`src/rtl/debounce_sync.sv`:
```
// Two-flop synchronizer plus stability-qualified debouncer.
// Produces a clean level, its complement and edge pulses.
module debounce_sync #(
    parameter int STABLE_CYCLES = 8,
    parameter int CNT_W         = 4
) (
    input  logic clk,
    input  logic clear_n,
    input  logic d_in,
    output logic q,
    output logic qbar,
    output logic rise,
    output logic fall,
    output logic busy
);

    typedef enum logic [1:0] {
        LOW,
        WAIT_HIGH,
        HIGH,
        WAIT_LOW
    } state_t;

    localparam logic [CNT_W-1:0] LIMIT = CNT_W'(STABLE_CYCLES);
    localparam logic [CNT_W-1:0] ONE   = CNT_W'(1);

    state_t           state;
    state_t           state_n;
    logic [CNT_W-1:0] cnt;
    logic [CNT_W-1:0] cnt_n;
    logic             s1;
    logic             s2;
    logic             q_n;
    logic             rise_n;
    logic             fall_n;
    logic             busy_n;

    always_ff @(posedge clk or negedge clear_n) begin
        if (!clear_n) begin
            s1 <= 1'b0;
            s2 <= 1'b0;
        end else begin
            s1 <= d_in;
            s2 <= s1;
        end
    end

    always_ff @(posedge clk or negedge clear_n) begin
        if (!clear_n) begin
            state <= LOW;
            cnt   <= '0;
            q     <= 1'b0;
            qbar  <= 1'b1;
            rise  <= 1'b0;
            fall  <= 1'b0;
            busy  <= 1'b0;
        end else begin
            state <= state_n;
            cnt   <= cnt_n;
            q     <= q_n;
            qbar  <= ~q_n;
            rise  <= rise_n;
            fall  <= fall_n;
            busy  <= busy_n;
        end
    end

    always_comb begin
        state_n = state;
        cnt_n   = cnt;
        q_n     = q;
        rise_n  = 1'b0;
        fall_n  = 1'b0;
        unique case (state)
            LOW: begin
                if (s2) begin
                    state_n = WAIT_HIGH;
                    cnt_n   = ONE;
                end else begin
                    cnt_n = '0;
                end
            end
            WAIT_HIGH: begin
                if (!s2) begin
                    state_n = LOW;
                    cnt_n   = '0;
                end else if (cnt == LIMIT) begin
                    state_n = HIGH;
                    cnt_n   = '0;
                    q_n     = 1'b1;
                    rise_n  = 1'b1;
                end else begin
                    cnt_n = cnt + ONE;
                end
            end
            HIGH: begin
                if (!s2) begin
                    state_n = WAIT_LOW;
                    cnt_n   = ONE;
                end else begin
                    cnt_n = '0;
                end
            end
            WAIT_LOW: begin
                if (s2) begin
                    state_n = HIGH;
                    cnt_n   = '0;
                end else if (cnt == LIMIT) begin
                    state_n = LOW;
                    cnt_n   = '0;
                    q_n     = 1'b0;
                    fall_n  = 1'b1;
                end else begin
                    cnt_n = cnt + ONE;
                end
            end
            default: begin
                state_n = LOW;
                cnt_n   = '0;
            end
        endcase
        // busy mirrors the registered state being a qualifying one
        busy_n = (state_n == WAIT_HIGH) || (state_n == WAIT_LOW);
    end

endmodule

```
`config.mk`:
```
export PLATFORM = sky130hd
export DESIGN_NAME = debounce_sync
export DESIGN_NICKNAME = d
export VERILOG_FILES = /design/src/rtl/debounce_sync.sv
export SDC_FILE = /design/constraint.sdc
export NUM_CORES = 1
export LEC_CHECK = 0
export BUFFER_PORTS_ARGS = -buffer_cell sky130_fd_sc_hd__buf_4
export CAP_MARGIN = 0
export CELL_PAD_IN_SITES_DETAIL_PLACEMENT = 1
export CELL_PAD_IN_SITES_GLOBAL_PLACEMENT = 2
export CORE_MARGIN = 8
export CORE_UTILIZATION = 33
export CTS_BUF_LIST = sky130_fd_sc_hd__clkbuf_2
export CTS_CLUSTER_DIAMETER = 200
export CTS_CLUSTER_SIZE = 25
export DETAILED_ROUTE_END_ITERATION = 10
export GPL_ROUTABILITY_DRIVEN = 0
export PLACE_DENSITY = 0.7
export SYNTH_ARGS = -nofsm -noshare
export SYNTH_HDL_FRONTEND = slang
export SYNTH_SLANG_ARGS = --single-unit
```
`constraint.sdc`:
```
create_clock -name clk -period 1.2 [get_ports clk]
set_input_delay 0.06 -clock clk [delete_from_list [all_inputs] [get_ports clk]]
set_output_delay 0.06 -clock clk [all_outputs]
set_load 0.005 [all_outputs]
```
### Word level (Yosys, flattened, before mapping)

Cells that the tools add are included.

| word-level totals | value |
|---|---|
| output and inout bits | 5 |
| register bits | 13 |

| operators by class | value |
|---|---|
| equal/unequal tests | 6 |
| bitwise gates (word level) | 1 |
| reductions and logical operators | 2 |
| muxes and demuxes | 23 |
| $add $sub $neg | 1 |

Operator list:

| operator | count |
|---|---|
| one-hot mux 4 bit (4 select lines) | 1 |
| 2-to-1 mux 2 bit | 6 |
| 2-to-1 mux 4 bit | 3 |
| 2-to-1 mux 1 bit | 11 |
| one-hot mux 2 bit (4 select lines) | 1 |
| == test 2 bit (second input constant) | 3 |
| adder 4 x 1 -> 4 bit (second input constant) | 1 |
| == test 2 x 1 -> 1 bit (second input constant) | 2 |
| == test 4 bit (second input constant) | 1 |
| logical NOT 2 bit | 1 |
| one-hot mux 1 bit (2 select lines) | 1 |
| logical OR 1 bit | 1 |
| NOT 1 bit | 1 |

### Depth between registers and ports, before layout

| depth | value |
|---|---|
| depth in word-level cells | 6 |
| depth in mapped cells | 5 |
| depth with buffers taken out | 5 |

### Least setup slack after synthesis

OpenSTA, ideal clock, no wires.

| timing | value |
|---|---|
| kind | register -> register |
| start | register cnt[0] |
| end | register cnt[0] |
| path buffers | 0 |
| data required time | 1077 ps |
| setup slack | -35 ps |
| arrival | 1112 ps |
| cell stages (with the launch flop) | 6 |
| path through | dfrtp_1 > inv_1 > ha_1 > nand4b_1 > and2_1 > a21boi_2 |

| between the ends | value |
|---|---|
| word-level cells in the longest chain between the ends | 4 |

RTL lines:

| element | line | source |
|---|---|---|
| start: declaration | 29 | `logic [CNT_W-1:0] cnt;` |
| start signal: assignment | 59 | `cnt <= cnt_n;` |
| adder 4 x 1 -> 4 bit or == test 4 bit (tied branches) | - |  |
| 2-to-1 mux 4 bit * | 87, 108 |  |
| 2-to-1 mux 4 bit (on tied branches) | 105, 84 |  |
| one-hot mux 4 bit (4 select lines) * | 74 | `unique case (state)` |
| via cnt_n[0] | 30 | `logic [CNT_W-1:0] cnt_n;` |

The timed path passes the listed nets; every way through them passes the cells marked *.

### Worst setup path after layout

| timing | value |
|---|---|
| start | register cnt[1] |
| end | register cnt[0] |

| between the ends | value |
|---|---|
| word-level cells in the longest chain between the ends | 4 |

RTL lines:

| element | line |
|---|---|
| == test 4 bit * | 87, 108 |
| 2-to-1 mux 4 bit * | 87, 108 |
| 2-to-1 mux 4 bit (on tied branches) | 105, 84 |
| one-hot mux 4 bit (4 select lines) * | 74 |
| via cnt_n[0] | 30 |

Marks and branches as above.

==> impl_metrics.ini <==
[timing]
max_slew_margin_pct = 82.0
hold_violations = 0
max_freq_mhz = 784
rsz0062_at_grt = yes
fin_setup_tns_ns = -0.295
finalCritPeriodShare_pct = 106
fin_crit_ns = 1.28
timing.final.ws_setup_ns = -0.0754
skew_ns = 0.000596
setup_viol = 7
tightestPinTransition_ns = 0.269
maxSlewViolCount = 0

[critical_path]
critPathArrivalTime_ns = 1.44
critPathLaunchType = register
crit_fanout = 4
cp_data_required_time_ns = 1.36
path_class = reg -> reg
endpoint_kind = register

[die]
core_um2 = 1490
ioPinCount = 8
start_util_pct = 34.6
die-area_um2 = 3080
die_y_um = 55.5
rows = 14
die_w_um = 55.5

[finish]
diodes = 0
fillCellCount = 161
fin_nets = 69
area_growth_pct = 40.8
seq_area_um2 = 328
final_util_pct = 48.7
final_cell_mix = 16 x buf_4, 11 x dfrtp_1, 4 x clkbuf_2, 3 x nand2_1, 3 x a21oi_1
multi_input_area_um2 = 210
fin_cells = 79
drive_above_1_share_pct = 49.2
final_common_cell = buf_4

[synth]
synth-seq-cells = 13
synth.yosys.seq_area_share_pct = 63.3
post_synth_num_cell_types = 20
syn-num-nets = 46
ys_warn_count = 0
syn_avg_cell_area_um2 = 12.6
synth_area_um2 = 515
syn_inst = 41

[global_route]
grt-ovfl-total = 0
grt_max_degree = 14
grt_pass1_vias = 435
grt_pass1_wl_um = 1900
track_usage_pct = 7.61
antenna_found_initial = 0

[clock_network]
clock_latency_ns = 0.26
cts_buffer_depth = 2
clk_pin_slew_ns = 0.12
cts_sinks = 13
clock-root-buffer = clkbuf_2
cts_tree = built
cts_max_level = 1
numCtsBuffers = 3

[detailed_routing]
firstDrtPassIters = 2
avgViaCountPerCell = 4.92
antenna_left = 0
drtIter0Drc = 9
wire_per_inst_um = 14.2
routed_wl_um = 1120
vias = 389
remaining_drc_errors = 0

[placement]
port-buffer-count = 7
pre_cts_slack_ns = -0.128
dp_hpwl_um = 851
dp.cells = 71

[run_status]
status = complete, but fails checks
violations = negative setup slack

[run]
drv_cap = 0

[worst_hold_path]
hold_path.class = in -> async

[power]
p_per_area_nw_per_um2 = 1050
ir_drop_mv = 0.620
p_leak_uw = 0.000351
==> state kept, by name (all words and copies together) (netlist names) <==
register	flops
busy	1
cnt	4
fall	1
q	1
qbar	1
rise	1
s1	1
s2	1
state	2
==> repair_timing <==
action                                  4_1_cts  5_1_grt
buffers inserted                              0        2
hold endpoints to repair                     14        0
endpoints found under the setup margin        7        7
pin swaps                                     5        4
hold buffers                                  2        0
resized for setup                             7        3
==> worst max-delay path, stage by stage (launching register included) <==
cell and delay (ns):
dfrtp_1 0.41, inv_2 0.09, ha_4 0.15, nand4b_1 0.19, and2_4 0.21, a21boi_2 0.14
==> power breakdown <==
group | switching (uW) | internal [uW] | total, uW
Combinational | 31.8 | 45.2 | 77.0
Sequential | 10.5 | 450 | 460
Clock | 136 | 88.4 | 224
Total | 178 | 584 | 761
==> cells in the mapped netlist (all sizes together) <==
master  instances  area share (%)
nor3b           1             1.5
inv             2             1.5
o21ai           1            0.97
nor2            2             1.5
nand4b          2             3.4
and4b           1             1.9
o211ai          1             1.5
dfrtp          12              58
xor2            1             1.7
a21boi          1             2.2
ha              2             4.9
a21oi           3             2.9
a21o            1             1.5
and2            2             2.4
and3            1             1.2
or3b            1             1.7
mux2i           1             1.9
nand2           4             2.9
dfstp           1             5.1
a31oi           1             1.2
==> final cells by class <==
cell class | count | share of cell area, %
clock buffer | 4 | 2.76
multi-input combinational | 26 | 29.0
tap | 16 | 2.76
timing repair buffer | 18 | 19.3
inverter | 2 | 1.03
sequential | 13 | 45.2
==> routing by layer <==
layer	vias up	wire, um	GRT usage [%]
li1	189	-	-
met3	0	61	3.42
met1	193	502	8.09
met4	0	0	3.17
met2	7	559	12.7
met5	-	0	0
==> logic make-up after synthesis <==
group	after synthesis	share of synthesized area, %
xor+xnor	1	1.70
simple gates	14	16.5
compound gates	8	10.2
flops	13	63.4
mux	1	1.94
fa+ha+maj	2	4.85
buf+inv	2	1.46
==> per-stage QoR <==
step                cell area, um^2  hold WS [ns]  total power (uW)
floorplan                       518        -0.236               485
global placement                643       -0.0944               520
detailed placement              643       -0.0875               526
CTS                             703         0.152               764
global route                    726         0.121               810
finish                          726         0.157               761
==> worst paths after layout <==
kind | from | endpoint | slack, ns | cells past startpoint
worst max register to register | cnt[1]$_DFF_PN0_ | cnt[0]$_DFF_PN0_ | -0.08 | 5
min in group clk | s1$_DFF_PN0_ | s2$_DFF_PN0_ | 0.37 | 0
worst min-delay path | clear_n | cnt[3]$_DFF_PN0_ | 0.16 | 2
worst max-delay path | cnt[1]$_DFF_PN0_ | cnt[0]$_DFF_PN0_ | -0.08 | 5
worst min register to register | s1$_DFF_PN0_ | s2$_DFF_PN0_ | 0.37 | 0
max in group asynchronous | clear_n | qbar$_DFF_PN1_ | 0.81 | 2
(Power assumes the default switching activity.)
